===== src/rtl/reg_access_ctrl_if.sv =====
// Bus bundle between the access controller, its requesters/consumer and the 16x32 register file.
// The slave modport is the controller's view; master is the surrounding system's view.
interface reg_access_ctrl_if #(
    parameter int DATA_W = 32,
    parameter int ADDR_W = 4
);
    logic              wr_valid;
    logic              wr_ready;
    logic [ADDR_W-1:0] wr_addr;
    logic [DATA_W-1:0] wr_data;

    logic              rd_valid;
    logic              rd_ready;
    logic [ADDR_W-1:0] rd_addr;

    logic              rsp_valid;
    logic              rsp_ready;
    logic [DATA_W-1:0] rsp_data;
    logic [ADDR_W-1:0] rsp_addr;

    logic              rf_read_en;
    logic              rf_write_en;
    logic [ADDR_W-1:0] rf_addr;
    logic [DATA_W-1:0] rf_write_data;
    logic [DATA_W-1:0] rf_read_data;

    modport slave (
        input  wr_valid, wr_addr, wr_data,
        input  rd_valid, rd_addr,
        input  rsp_ready,
        input  rf_read_data,
        output wr_ready, rd_ready,
        output rsp_valid, rsp_data, rsp_addr,
        output rf_read_en, rf_write_en, rf_addr, rf_write_data
    );

    modport master (
        output wr_valid, wr_addr, wr_data,
        output rd_valid, rd_addr,
        output rsp_ready,
        output rf_read_data,
        input  wr_ready, rd_ready,
        input  rsp_valid, rsp_data, rsp_addr,
        input  rf_read_en, rf_write_en, rf_addr, rf_write_data
    );
endinterface


===== src/rtl/reg_access_ctrl.sv =====
// Round-robin merge of write and read-request channels onto the register file strobes,
// with a credit-guarded response FIFO covering the register file's 1-cycle read latency.
module reg_access_ctrl #(
    parameter int DATA_W    = 32,
    parameter int ADDR_W    = 4,
    parameter int RSP_DEPTH = 4
) (
    input logic               clk,
    input logic               rst,
    reg_access_ctrl_if.slave  bus
);
    localparam int PTR_W = $clog2(RSP_DEPTH);
    localparam int CNT_W = PTR_W + 1;
    localparam int OCC_W = CNT_W + 1;

    localparam logic GRANT_WR = 1'b0;
    localparam logic GRANT_RD = 1'b1;

    logic              rf_read_en_q,    rf_read_en_d;
    logic              rf_write_en_q,   rf_write_en_d;
    logic [ADDR_W-1:0] rf_addr_q,       rf_addr_d;
    logic [DATA_W-1:0] rf_write_data_q, rf_write_data_d;
    logic              s2_valid_q,      s2_valid_d;
    logic [ADDR_W-1:0] s2_addr_q,       s2_addr_d;
    logic              last_grant_q,    last_grant_d;

    logic [DATA_W-1:0] fifo_data_q [RSP_DEPTH];
    logic [DATA_W-1:0] fifo_data_d [RSP_DEPTH];
    logic [ADDR_W-1:0] fifo_addr_q [RSP_DEPTH];
    logic [ADDR_W-1:0] fifo_addr_d [RSP_DEPTH];
    logic [PTR_W-1:0]  wr_ptr_q, wr_ptr_d;
    logic [PTR_W-1:0]  rd_ptr_q, rd_ptr_d;
    logic [CNT_W-1:0]  count_q,  count_d;

    logic [1:0]        inflight;
    logic [OCC_W-1:0]  occupancy;
    logic              rd_ok;
    logic              wr_req;
    logic              rd_req;
    logic              grant_wr;
    logic              grant_rd;
    logic              rsp_valid;
    logic              push;
    logic              pop;

    // A read is only admitted if a FIFO slot is guaranteed for it once it leaves the pipeline.
    always_comb begin
        inflight  = {1'b0, rf_read_en_q} + {1'b0, s2_valid_q};
        occupancy = OCC_W'(count_q) + OCC_W'(inflight);
        rd_ok     = occupancy < OCC_W'(RSP_DEPTH);
        wr_req    = bus.wr_valid && !rst;
        rd_req    = bus.rd_valid && rd_ok && !rst;
    end

    always_comb begin
        grant_wr     = 1'b0;
        grant_rd     = 1'b0;
        last_grant_d = last_grant_q;
        if (wr_req && rd_req) begin
            if (last_grant_q == GRANT_WR) begin
                grant_rd     = 1'b1;
                last_grant_d = GRANT_RD;
            end else begin
                grant_wr     = 1'b1;
                last_grant_d = GRANT_WR;
            end
        end else if (wr_req) begin
            grant_wr = 1'b1;
        end else if (rd_req) begin
            grant_rd = 1'b1;
        end
    end

    always_comb begin
        rf_write_en_d   = grant_wr;
        rf_read_en_d    = grant_rd;
        rf_addr_d       = rf_addr_q;
        rf_write_data_d = rf_write_data_q;
        if (grant_wr) begin
            rf_addr_d       = bus.wr_addr;
            rf_write_data_d = bus.wr_data;
        end else if (grant_rd) begin
            rf_addr_d       = bus.rd_addr;
        end
        s2_valid_d = rf_read_en_q;
        s2_addr_d  = rf_addr_q;
    end

    // The S2 stage is the cycle in which rf_read_data holds the word addressed in S1.
    always_comb begin
        rsp_valid   = (count_q != '0) && !rst;
        push        = s2_valid_q;
        pop         = rsp_valid && bus.rsp_ready;
        fifo_data_d = fifo_data_q;
        fifo_addr_d = fifo_addr_q;
        wr_ptr_d    = wr_ptr_q;
        rd_ptr_d    = rd_ptr_q;
        count_d     = count_q;
        if (push) begin
            fifo_data_d[wr_ptr_q] = bus.rf_read_data;
            fifo_addr_d[wr_ptr_q] = s2_addr_q;
            wr_ptr_d              = wr_ptr_q + PTR_W'(1);
        end
        if (pop) begin
            rd_ptr_d = rd_ptr_q + PTR_W'(1);
        end
        case ({push, pop})
            2'b10:   count_d = count_q + CNT_W'(1);
            2'b01:   count_d = count_q - CNT_W'(1);
            default: count_d = count_q;
        endcase
    end

    always_ff @(posedge clk) begin
        if (rst) begin
            rf_read_en_q    <= 1'b0;
            rf_write_en_q   <= 1'b0;
            rf_addr_q       <= '0;
            rf_write_data_q <= '0;
            s2_valid_q      <= 1'b0;
            s2_addr_q       <= '0;
            last_grant_q    <= GRANT_WR;
            wr_ptr_q        <= '0;
            rd_ptr_q        <= '0;
            count_q         <= '0;
            for (int i = 0; i < RSP_DEPTH; i++) begin
                fifo_data_q[i] <= '0;
                fifo_addr_q[i] <= '0;
            end
        end else begin
            rf_read_en_q    <= rf_read_en_d;
            rf_write_en_q   <= rf_write_en_d;
            rf_addr_q       <= rf_addr_d;
            rf_write_data_q <= rf_write_data_d;
            s2_valid_q      <= s2_valid_d;
            s2_addr_q       <= s2_addr_d;
            last_grant_q    <= last_grant_d;
            wr_ptr_q        <= wr_ptr_d;
            rd_ptr_q        <= rd_ptr_d;
            count_q         <= count_d;
            fifo_data_q     <= fifo_data_d;
            fifo_addr_q     <= fifo_addr_d;
        end
    end

    assign bus.wr_ready      = grant_wr;
    assign bus.rd_ready      = grant_rd;
    assign bus.rsp_valid     = rsp_valid;
    assign bus.rsp_data      = fifo_data_q[rd_ptr_q];
    assign bus.rsp_addr      = fifo_addr_q[rd_ptr_q];
    assign bus.rf_read_en    = rf_read_en_q;
    assign bus.rf_write_en   = rf_write_en_q;
    assign bus.rf_addr       = rf_addr_q;
    assign bus.rf_write_data = rf_write_data_q;
endmodule

===== src/flat_wrapper.sv =====
// flat-port wrapper written by rule: the top's interface ports become plain ports
module reg_access_ctrl_flat 
#(
    parameter int DATA_W    = 32,
    parameter int ADDR_W    = 4,
    parameter int RSP_DEPTH = 4
)
  (clk, rst, bus_wr_valid, bus_wr_addr, bus_wr_data, bus_rd_valid, bus_rd_addr, bus_rsp_ready, bus_rf_read_data, bus_wr_ready, bus_rd_ready, bus_rsp_valid, bus_rsp_data, bus_rsp_addr, bus_rf_read_en, bus_rf_write_en, bus_rf_addr, bus_rf_write_data);
  reg_access_ctrl_if #(.DATA_W(DATA_W), .ADDR_W(ADDR_W)) bus_i ();
  input logic clk;
  input logic rst;
  input wire logic [$bits(bus_i.wr_valid)-1:0] bus_wr_valid;
  input wire logic [$bits(bus_i.wr_addr)-1:0] bus_wr_addr;
  input wire logic [$bits(bus_i.wr_data)-1:0] bus_wr_data;
  input wire logic [$bits(bus_i.rd_valid)-1:0] bus_rd_valid;
  input wire logic [$bits(bus_i.rd_addr)-1:0] bus_rd_addr;
  input wire logic [$bits(bus_i.rsp_ready)-1:0] bus_rsp_ready;
  input wire logic [$bits(bus_i.rf_read_data)-1:0] bus_rf_read_data;
  output wire logic [$bits(bus_i.wr_ready)-1:0] bus_wr_ready;
  output wire logic [$bits(bus_i.rd_ready)-1:0] bus_rd_ready;
  output wire logic [$bits(bus_i.rsp_valid)-1:0] bus_rsp_valid;
  output wire logic [$bits(bus_i.rsp_data)-1:0] bus_rsp_data;
  output wire logic [$bits(bus_i.rsp_addr)-1:0] bus_rsp_addr;
  output wire logic [$bits(bus_i.rf_read_en)-1:0] bus_rf_read_en;
  output wire logic [$bits(bus_i.rf_write_en)-1:0] bus_rf_write_en;
  output wire logic [$bits(bus_i.rf_addr)-1:0] bus_rf_addr;
  output wire logic [$bits(bus_i.rf_write_data)-1:0] bus_rf_write_data;
  assign bus_i.wr_valid = bus_wr_valid;
  assign bus_i.wr_addr = bus_wr_addr;
  assign bus_i.wr_data = bus_wr_data;
  assign bus_i.rd_valid = bus_rd_valid;
  assign bus_i.rd_addr = bus_rd_addr;
  assign bus_i.rsp_ready = bus_rsp_ready;
  assign bus_i.rf_read_data = bus_rf_read_data;
  assign bus_wr_ready = bus_i.wr_ready;
  assign bus_rd_ready = bus_i.rd_ready;
  assign bus_rsp_valid = bus_i.rsp_valid;
  assign bus_rsp_data = bus_i.rsp_data;
  assign bus_rsp_addr = bus_i.rsp_addr;
  assign bus_rf_read_en = bus_i.rf_read_en;
  assign bus_rf_write_en = bus_i.rf_write_en;
  assign bus_rf_addr = bus_i.rf_addr;
  assign bus_rf_write_data = bus_i.rf_write_data;
  reg_access_ctrl #(.DATA_W(DATA_W), .ADDR_W(ADDR_W), .RSP_DEPTH(RSP_DEPTH)) u_core (.clk(clk), .rst(rst), .bus(bus_i));
endmodule

===== config.mk =====
export PLATFORM = sky130hd
export DESIGN_NAME = reg_access_ctrl_flat
export DESIGN_NICKNAME = d
export VERILOG_FILES = /design/src/rtl/reg_access_ctrl_if.sv /design/src/rtl/reg_access_ctrl.sv /design/src/flat_wrapper.sv
export SDC_FILE = /design/constraint.sdc
export NUM_CORES = 1
export LEC_CHECK = 0
export CORE_MARGIN = 4
export CORE_UTILIZATION = 56
export DETAILED_ROUTE_END_ITERATION = 10
export PLACE_DENSITY = 0.9
export SLEW_MARGIN = 25
export SYNTH_ARGS = -nofsm -noshare
export SYNTH_HDL_FRONTEND = slang
export SYNTH_SLANG_ARGS = --single-unit

===== constraint.sdc =====
create_clock -name clk -period 4.89 [get_ports clk]
set_clock_uncertainty 0.1 [all_clocks]
set_input_delay 0.489 -clock clk [delete_from_list [all_inputs] [get_ports clk]]
set_output_delay 0.489 -clock clk [all_outputs]
set_load 0.1 [all_outputs]

Word level (Yosys, flattened, before mapping)
Cells that the tools add are included.

operators by class
  add/subtract/negate cells = 6
  order comparisons = 4
  equality and inequality tests = 2
  mux-type cells = 22
  bitwise logic cells = 2
  reductions and logical operators = 11

operator list
  cell                                                                          count
  128-bit bitwise mux                                                           1
  32-bit two-way mux                                                            3
  32-bit binary-select mux with 2-bit select                                    1
  32-bit demux with 2-bit select                                                1
  4-bit two-way mux                                                             5
  16-bit bitwise mux                                                            1
  4-bit binary-select mux with 2-bit select                                     1
  4-bit demux with 2-bit select                                                 1
  1-bit logical AND                                                             7
  1-bit two-way mux                                                             7
  3-bit greater-or-equal comparator, second input constant                      2
  2-bit inverter with 3-bit output                                              2
  3-bit case mux with 2 select lines                                            1
  2-bit by 1-bit adder with 2-bit output, second input constant                 2
  3-bit by 2-bit adder with 4-bit output                                        1
  4-bit by 3-bit less-than comparator with 1-bit output, second input constant  1
  2-bit nonzero test                                                            2
  3-bit by 1-bit adder with 3-bit output, second input constant                 1
  3-bit by 1-bit less-than comparator with 1-bit output, second input constant  1
  3-bit nonzero test                                                            1
  3-bit by 1-bit subtractor with 3-bit output, second input constant            1
  1-bit by 1-bit adder with 2-bit output                                        1
  2-bit by 1-bit == test with 1-bit output, second input constant               1
  2-bit == test, second input constant                                          1
  1-bit logical NOT                                                             1

storage, ports and cells
  bits in registers = 195
  input port bits = 77
  output and inout port bits = 77
  logic and storage cells = 65

Logic depth before layout (Yosys ltp)
Gate-level depths: netlist (run 1).

  depth in word-level cells = 10
  gate-level depth with buffers = 9
  gate-level depth less buffers = 8

Least setup slack after synthesis (run 1)
Ideal clock, no wire load.

  kind = reg-to-output
  start = register u_core.rf_read_en_q, in the netlist u_core.bus.rf_read_en
  end = output port bus_rd_ready
  arrival = 3857 ps
  required time = 4301 ps
  setup slack = 444 ps
  stages on the path, launching flop included = 4
  path through = dfxtp_1 > ha_1 > a21o_4 > a211oi_1

between the ends
  cells in the longest elaborated chain, start to end = 8
  elaborated cells between the ends (all ways) = 9

RTL lines
  element                                                  RTL line                RTL
  start: declaration                                       reg_access_ctrl.sv:19   logic rf_read_en_q, rf_read_en_d;
  start signal: assignment                                 reg_access_ctrl.sv:131  rf_read_en_q <= rf_read_en_d;
  1-bit by 1-bit adder with 2-bit output *                 reg_access_ctrl.sv:48   inflight = {1'b0, rf_read_en_q} + {1'b0, s2_valid_q};
  3-bit by 2-bit adder with 4-bit output *                 reg_access_ctrl.sv:49   occupancy = OCC_W'(count_q) + OCC_W'(inflight);
  4-bit by 3-bit less-than comparator with 1-bit output *  reg_access_ctrl.sv:50   rd_ok = occupancy < OCC_W'(RSP_DEPTH);
  1-bit logical AND * (2 in a row)                         reg_access_ctrl.sv:52   rd_req = bus.rd_valid && rd_ok && !rst;
  1-bit two-way mux                                        reg_access_ctrl.sv:69   end else if (rd_req) begin
  1-bit two-way mux                                        reg_access_ctrl.sv:67   end else if (wr_req) begin
  1-bit two-way mux *                                      reg_access_ctrl.sv:59   if (wr_req && rd_req) begin
  end: declaration                                         flat_wrapper.sv:20      output wire logic [$bits(bus_i.rd_ready)-1:0] bus_rd_ready;

Mark *: on every way between the ends. The rest lies on a longest branch, timed or not.

Worst setup path in the final report (run 1)
  start = register u_core.rd_ptr_q[1]
  end = output port bus_rsp_addr[3]

between the ends
  cells in the longest elaborated chain, start to end = 4

RTL lines
  element                                                 RTL line                RTL
  start: declaration                                      reg_access_ctrl.sv:32   logic [PTR_W-1:0] rd_ptr_q, rd_ptr_d;
  start signal: assignment                                reg_access_ctrl.sv:139  rd_ptr_q <= rd_ptr_d;
  2-bit inverter with 3-bit output (implied by the code)  reg_access_ctrl.sv:150  assign bus.rsp_addr = fifo_addr_q[rd_ptr_q];
  4-bit binary-select mux with 2-bit select               reg_access_ctrl.sv:150
  4-bit two-way mux (implied by the code) (2 in a row)    reg_access_ctrl.sv:150
  end: declaration                                        flat_wrapper.sv:23      output wire logic [$bits(bus_i.rsp_addr)-1:0] bus_rsp_addr;

Every way passes these cells. The select of a mux whose other input is x is not followed.

==> results of run 1 <==
[flip-flops by register name, indices dropped and copies added (netlist names)]
| name | count |
|---|---|
| u_core.count_q | 3 |
| u_core.push | 1 |
| u_core.rd_ptr_q | 2 |
| u_core.bus.rf_addr | 4 |
| u_core.bus.rf_write_en | 1 |
| u_core.last_grant_q | 1 |
| u_core.fifo_data_q | 128 |
| u_core.bus.rf_read_en | 1 |
| u_core.bus.rf_write_data | 32 |
| u_core.fifo_addr_q | 16 |
| u_core.s2_addr_q | 4 |
| u_core.wr_ptr_q | 2 |
[cell usage after synthesis (6+ instances only)]
| cell | count |
|---|---|
| clkbuf_1 | 36 |
| dfxtp_1 | 195 |
| nand2_1 | 292 |
| o21ai_2 | 9 |
| a21oi_1 | 146 |
| inv_1 | 7 |
| buf_6 | 6 |
| nor2_1 | 14 |
| o21ai_1 | 21 |
| nor2b_1 | 6 |
| nand2b_1 | 33 |
| nand3_1 | 36 |
| o21ai_0 | 7 |
| ha_1 | 6 |
| buf_2 | 20 |
| mux4_2 | 36 |
[per-stage QoR]
step	power (uW)	util, %	area [sq um]
2_1_floorplan	2090	-	7990
3_3_place_gp	2260	68.2	9510
4_1_cts	3590	72.3	10100
5_1_grt	3690	72.3	10100
6_report	3570	72.3	10100
3_5_place_dp	2260	68.2	9510
[metal layers]
metal  wire length (um)  track usage [%]  share of wire [%]  vias up
met3               2020             9.53                9.6       30
met5                  0                0                  0        -
li1                   -                -                  -     3280
met2              10300             43.9                 49      319
met4                428             10.3                2.0        0
met1               8130             30.3                 39     3321
[final timing paths]
path / slack [ps] / start / cells past startpoint / end
setup / recovery: 1200 / u_core.rd_ptr_q[1] / 2 / bus_rsp_addr[3]
hold / removal: 350 / u_core.fifo_data_q[124] / 2 / u_core.fifo_data_q[124]
setup reg to reg: 2310 / u_core.count_q[1] / 8 / u_core.count_q[2]
hold reg to reg: 350 / u_core.fifo_data_q[124] / 2 / u_core.fifo_data_q[124]
[worst min-delay path, delay by kind of cell, from the launching register on]
family,cells,cell delay [ps]
compound gates,1,50
flops,1,310
simple gates,1,50
[area by class of cell]
class | count | area (sq um)
Sequential cell | 195 | 3910
Timing Repair Buffer | 168 | 1640
Clock inverter | 8 | 75.1
Clock buffer | 22 | 494
Multi-Input combinational cell | 637 | 3710
Fill cell | 1022 | 3860
Inverter | 7 | 26.3
Tap cell | 180 | 225
[logic make-up (layout without fill, tap and decap cells)]
group / count (synthesis) / in the layout / synth area share [%]
buffers and inverters: 77 / 205 / 4.68
AO/OA/AOI/OAI: 195 / 195 / 13.6
multiplexers: 37 / 37 / 10.3
AND/OR/NAND/NOR: 392 / 392 / 20.7
flip-flops: 195 / 195 / 48.9
adder cells (fa/ha/maj): 7 / 7 / 1.19
XOR/XNOR: 6 / 6 / 0.658
[power by group through the flow]
stage          sequential, uW  clock, uW  combinational (uW)
6_report                 1660       1340                 574
3_5_place_dp             1690          0                 572
5_1_grt                  1660       1430                 601
3_3_place_gp             1690          0                 567
2_1_floorplan            1850          0                 243
4_1_cts                  1660       1360                 576
==> metrics.md, run 1 <==
| Metric | Value |
|---|---|
| Antenna violations before repair | 0 |
| Antenna diodes | 0 |
| Async SR Flop Fraction | 0% |
| I/O pin cnt | 154 |
| Syn. warnings | 0 |
| Critical path, cell by cell | mux4_2 -> clkdlybuf4s50_1 |
| Post-detail-place hpwl | 13400 um |
| Total Neg Setup Slack | 0 ps |
| CTS tree | yes |
| Library cells used by synthesis | 36 |
| Placer Congestion | 0.782 |
| Most frequent cells in the layout | nand2_1, dfxtp_1, clkdlybuf4s50_1 |
| Synth area leaders | dfxtp_1, nand2_1, mux4_2 |
| Row cnt | 43 |
| Number of enable flip-flop cells after synthesis | 0 |
| CTS Hold Bufs | 0 |
| Max-slew violation count | 0 |
| LEAKAGE | 0.00333 uW |
| CTS max path bufs | 2 |
| Final min period | 3690 ps |
| Netlist Area Pre-Place | 0.00799 sq mm |
| Root buffer cell | clkbuf_16 |
| Max Freq | 271 MHz |
| Comb pwr share | 16.1% |
| Vias/cell | 5.71 |
| Crit start category | flip-flop |
| Setup ws final | 1200 ps |
| #FFs+latches synth | 195 |
| CP top delay family | flip-flops |
| Post-CTS Setup Inserts | 0 |
| H-tree Lvls | 4 |
| Placed cells | 1187 |
| Worst EP arrival | 3100 ps |
| Mean post-synth cell area | 8.79 sq um |
| Total detailed-routing wirelength | 20900 um |
| Worst path bufs/invs | 1 |
| Slew at the pin closest to its max-slew limit | 1050 ps |
| First-pass GRT wire length | 34000 um |
| Status | completed |
| DRC viols | 0 |
| Slew margin rel. | 30.3% |
| Via Count | 6950 |
| Worst Hold Class | reg2reg |
| Initial core utilization | 57.3% |
| CP max-delay cell | dfxtp_2 |
| Initial DRC count | 616 |
| Switching pwr | 1010 uW |
| Clock Power Share | 37.6% |
| Req. time, crit path | 4300 ps |
| Layout cells sized above 1 | 9.74% |
| Pwr Density | 355 mW/mm^2 |
| Final Hold Fails | 0 |
| VDD IR max | 0.413 mV |
| Grt total ovfl | 0 |
| Switch share | 28.2% |
| Sequential-to-total area share from yosys stat | 48.9% |
| Share of the synthesized area in the top cell type | 48.9% |
| Vias in the first global route | 6935 |
| Critical path's largest stage delay | 1010 ps |
| Detail Route Antenna Nets | 0 |
| Commonest non-fill, non-tap cell in the layout | nand2_1 |
| Worst skew pair latency | 430 ps |
| Crit-path max FO | 37 |
| Clock slew at reported path FFs | 60 ps |
| Finished Layout Cells | 1217 |
| Nets@finish | 1110 |
| Resize count post-CTS | 0 |
| Largest net degree at the start of global routing | 112 |
| Chip Width | 127 um |
| Max cap viols | 0 |
| DR pass1 iterations | 5 |
| Die Ht | 127 um |
| Cell count after synthesis | 909 |
| DR WL/cell | 17.2 um |
| Int Power | 2570 uW |
| Seq pwr share | 46.4% |
| Dominant cell type by area after synthesis | dfxtp_1 |
| Input/output buffers | 153 |
| Post-synth net total | 993 |
| Die area | 0.0162 sq mm |
| Synthesis-to-finish area growth | 26.2% |
| Worst hold slack | 355 ps |
| Tcrit/Tclk final | 75.4% |
| Sink Count | 195 |
| Final setup viols | 0 |
| Worst slack, placed | 1690 ps |
| Cts bufs inserted | 17 |
| Crit Path Class | reg2out |
| Core Area | 0.0139 sq mm |
| GRT Util Overall | 26.1% |
| RSZ-0062 raised after global routing | no |
| Critical path capture point type | output port |
| Ys flop type | dfxtp_1 |
Power figures use the tool's default switching activity.
==> run 2, diff against run 1 <==
Settings changed: CORE_UTILIZATION 56 to 52, PLACE_DENSITY 0.9 to 0.85.
Clock period 4.89 ns to 3.4 ns, I/O delays scaled along.
==> run 2 against run 1 <==
Compared with the run above: final area about the same; sequential power up 44%; combinational power up 43%; register-to-register slack worse by 1400 ps; critical path depth up 1; via count down 4.4%; cell count up 0.82%; worst setup slack worse by 440 ps; worst hold slack worse by 200 ps; global-route usage down 3.0 points; routed wire length down 3.9%; clock power up 52%; critical path type unchanged; largest power group unchanged.
==> metrics.md, run 2 (synthesized netlist as in run 1, its figures left out) <==
| Metric | Value |
|---|---|
| First-pass GRT wire length | 33100 um (-2.5%) |
| Die Ht | 132 um (+3.5%) |
| Vias/cell | 5.41 (-5.2%) |
| Req. time, crit path | 2960 ps (-1340 ps) |
| Number of gates on the worst path with buffers counted | 3 (+1) |
| Final Hold Fails | 0 (unchanged) |
| Post-CTS Setup Inserts | 0 (unchanged) |
| Nets@finish | 1111 (+0.090%) |
| Grt total ovfl | 0 (unchanged) |
| Critical Path Start | u_core.rd_ptr_q[1] |
| Slew margin rel. | 31.7% (+1.3 points) |
| GRT Util Overall | 23.1% (-3.0 points) |
| Worst EP arrival | 2190 ps (-910 ps) |
| CTS Hold Bufs | 0 (unchanged) |
| Max cap viols | 0 (unchanged) |
| Worst setup path end | bus_rsp_data[7] |
| Layout fillers | 1217 (+19%) |
| H-tree Lvls | 4 (unchanged) |
| M1 WL | 8360 um (+2.8%) |
| Met2 WL | 9680 um (-6.2%) |
| Total Neg Setup Slack | 0 ps (unchanged) |
| Commonest non-fill, non-tap cell in the layout | nand2_1 |
| DRC viols | 0 (unchanged) |
| CP max-delay cell | dfxtp_2 |
| Final min period | 2630 ps |
| Crit Path Class | reg2out |
| LEAKAGE | 0.00343 uW (+3.1%) |
| Sink Count | 195 (unchanged) |
| Critical path's largest stage delay | 810 ps (-200 ps) |
| Via Count | 6642 (-4.4%) |
| Clock slew at reported path FFs | 70 ps (about the same) |
| Detail Route Antenna Nets | 0 (unchanged) |
| Top reg by flops | u_core.fifo_data_q |
| Synthesis-to-finish area growth | 26.1% (about the same) |
| CTS max path bufs | 2 (unchanged) |
| Die area | 0.0174 sq mm (+7.2%) |
| Max-slew violation count | 0 (unchanged) |
| DP Area | 0.00945 sq mm (-0.59%) |
| I/O pin cnt | 154 (unchanged) |
| Final Cell Area | 0.0101 sq mm (about the same) |
| Antenna violations before repair | 0 (unchanged) |
| Crit path top cell by count | buf_4 |
| Max reg flops | 128 (unchanged) |
| Core Area | 0.0151 sq mm (+8.7%) |
| Row cnt | 45 (+4.7%) |
| R2r worst-path depth | 8 (unchanged) |
| Critical path, cell by cell | buf_4 -> mux4_2 -> buf_4 |
| Worst skew pair latency | 420 ps (about the same) |
| Most frequent cells in the layout | nand2_1, dfxtp_1, a21oi_1 |
| Flop-to-flop setup slack | 930 ps (-1380 ps) |
| Reg-to-reg endpoint | u_core.count_q[2] |
| Initial DRC count | 491 (-20%) |
| Resize count post-CTS | 0 (unchanged) |
| FF+latch area | 0.00391 sq mm (unchanged) |
| Tcrit/Tclk final | 77.5% |
| Root buffer cell | clkbuf_16 |
| Worst Hold Class | in2reg |
| Status | completed |
| Worst path bufs/invs | 2 (+1) |
| Worst flop-to-flop path startpoint | u_core.count_q[1] |
| CP top delay family | flip-flops |
| Crit start category | flip-flop |
| Pwr Density | 521 mW/mm^2 (+47%) |
| Layout cells sized above 1 | 13.8% (+4.0 points) |
| Antenna diodes | 0 (unchanged) |
| DR pass1 iterations | 5 (unchanged) |
| Max Freq | 380 MHz |
| Worst hold slack | 160 ps (-195 ps) |
| Largest net degree at the start of global routing | 103 (-8.0%) |
| Critical path capture point type | output port |
| Met3 routed WL | 1820 um (-10%) |
| Total detailed-routing wirelength | 20100 um (-3.9%) |
| Post-detail-place hpwl | 12600 um (-5.6%) |
| Vias in the first global route | 6675 (-3.7%) |
| Area of the multi-input gates | 0.00371 sq mm (+0.17%) |
| CTS tree | yes |
| VDD IR max | 0.397 mV (-3.7%) |
| Chip Width | 132 um (+3.5%) |
| Final setup viols | 0 (unchanged) |
| Cts bufs inserted | 17 (unchanged) |
| DR WL/cell | 16.4 um (-4.7%) |
| Uppermost routed layer | met4 |
| Placer Congestion | 0.790 (+1.0%) |
| Initial core utilization | 52.7% (-4.6 points) |
| Crit-path max FO | 25 (-32%) |
| Slew at the pin closest to its max-slew limit | 1020 ps (-23.4 ps) |
| Input/output buffers | 153 (unchanged) |
| RSZ-0062 raised after global routing | no |
| Final Util | 66.5% (-5.8 points) |
==> run 2: worst min-delay path by stage <==
| stage | start | endpoint | cells after the start |
|---|---|---|---|
| after floorplan | u_core.fifo_addr_q[11] | u_core.fifo_addr_q[11] | 2 |
| after global placement | u_core.fifo_data_q[46] | u_core.fifo_data_q[46] | 2 |
| after detailed placement | u_core.fifo_addr_q[4] | u_core.fifo_addr_q[4] | 2 |
| after CTS | rst | u_core.wr_ptr_q[1] | 2 |
| after global routing | rst | u_core.wr_ptr_q[0] | 2 |
| final | rst | u_core.wr_ptr_q[1] | 2 |
==> run 2: through the flow <==
stage                     total power (uW)  setup WS [ps]  std cells
after floorplan                       3010           70.8        909
after global placement                3250            865       1195
final                                 5250            765       1227
after CTS                             5280            686       1226
after global routing                  5420            642       1227
after detailed placement              3250            812       1195
==> run 2: layer usage <==
layer	vias up	global-route usage, %
li1	3280	-
met1	3113	28.6
met2	232	38.1
met3	17	8.44
met4	0	6.53
met5	-	0
==> run 2: final cells by class <==
class                   count  area share, %
clock buffers              19           4.40
clock inverters            12           1.54
inverters                   7          0.261
multi-input cells         637           36.9
flip-flops and latches    195           38.8
well taps                 188           2.34
repair buffers            169           15.8
==> run 2: worst register-to-register path, delay by kind of cell (launching register included) <==
kind,cells,cell delay (ps)
xor gates and xnor gates,1,150
buffers and inverters,1,60
and+or+nand+nor,3,790
DFF,1,550
adders and majority gates,2,620
AOI/OAI and AO/OA,1,140
==> run 2: report_power, final <==
group	total [uW]	internal (uW)	switching, uW	leakage [uW]
Clock	2040	1180	864	0.000295
Combinational	818	247	571	0.00156
Sequential	2390	2340	43.6	0.00158
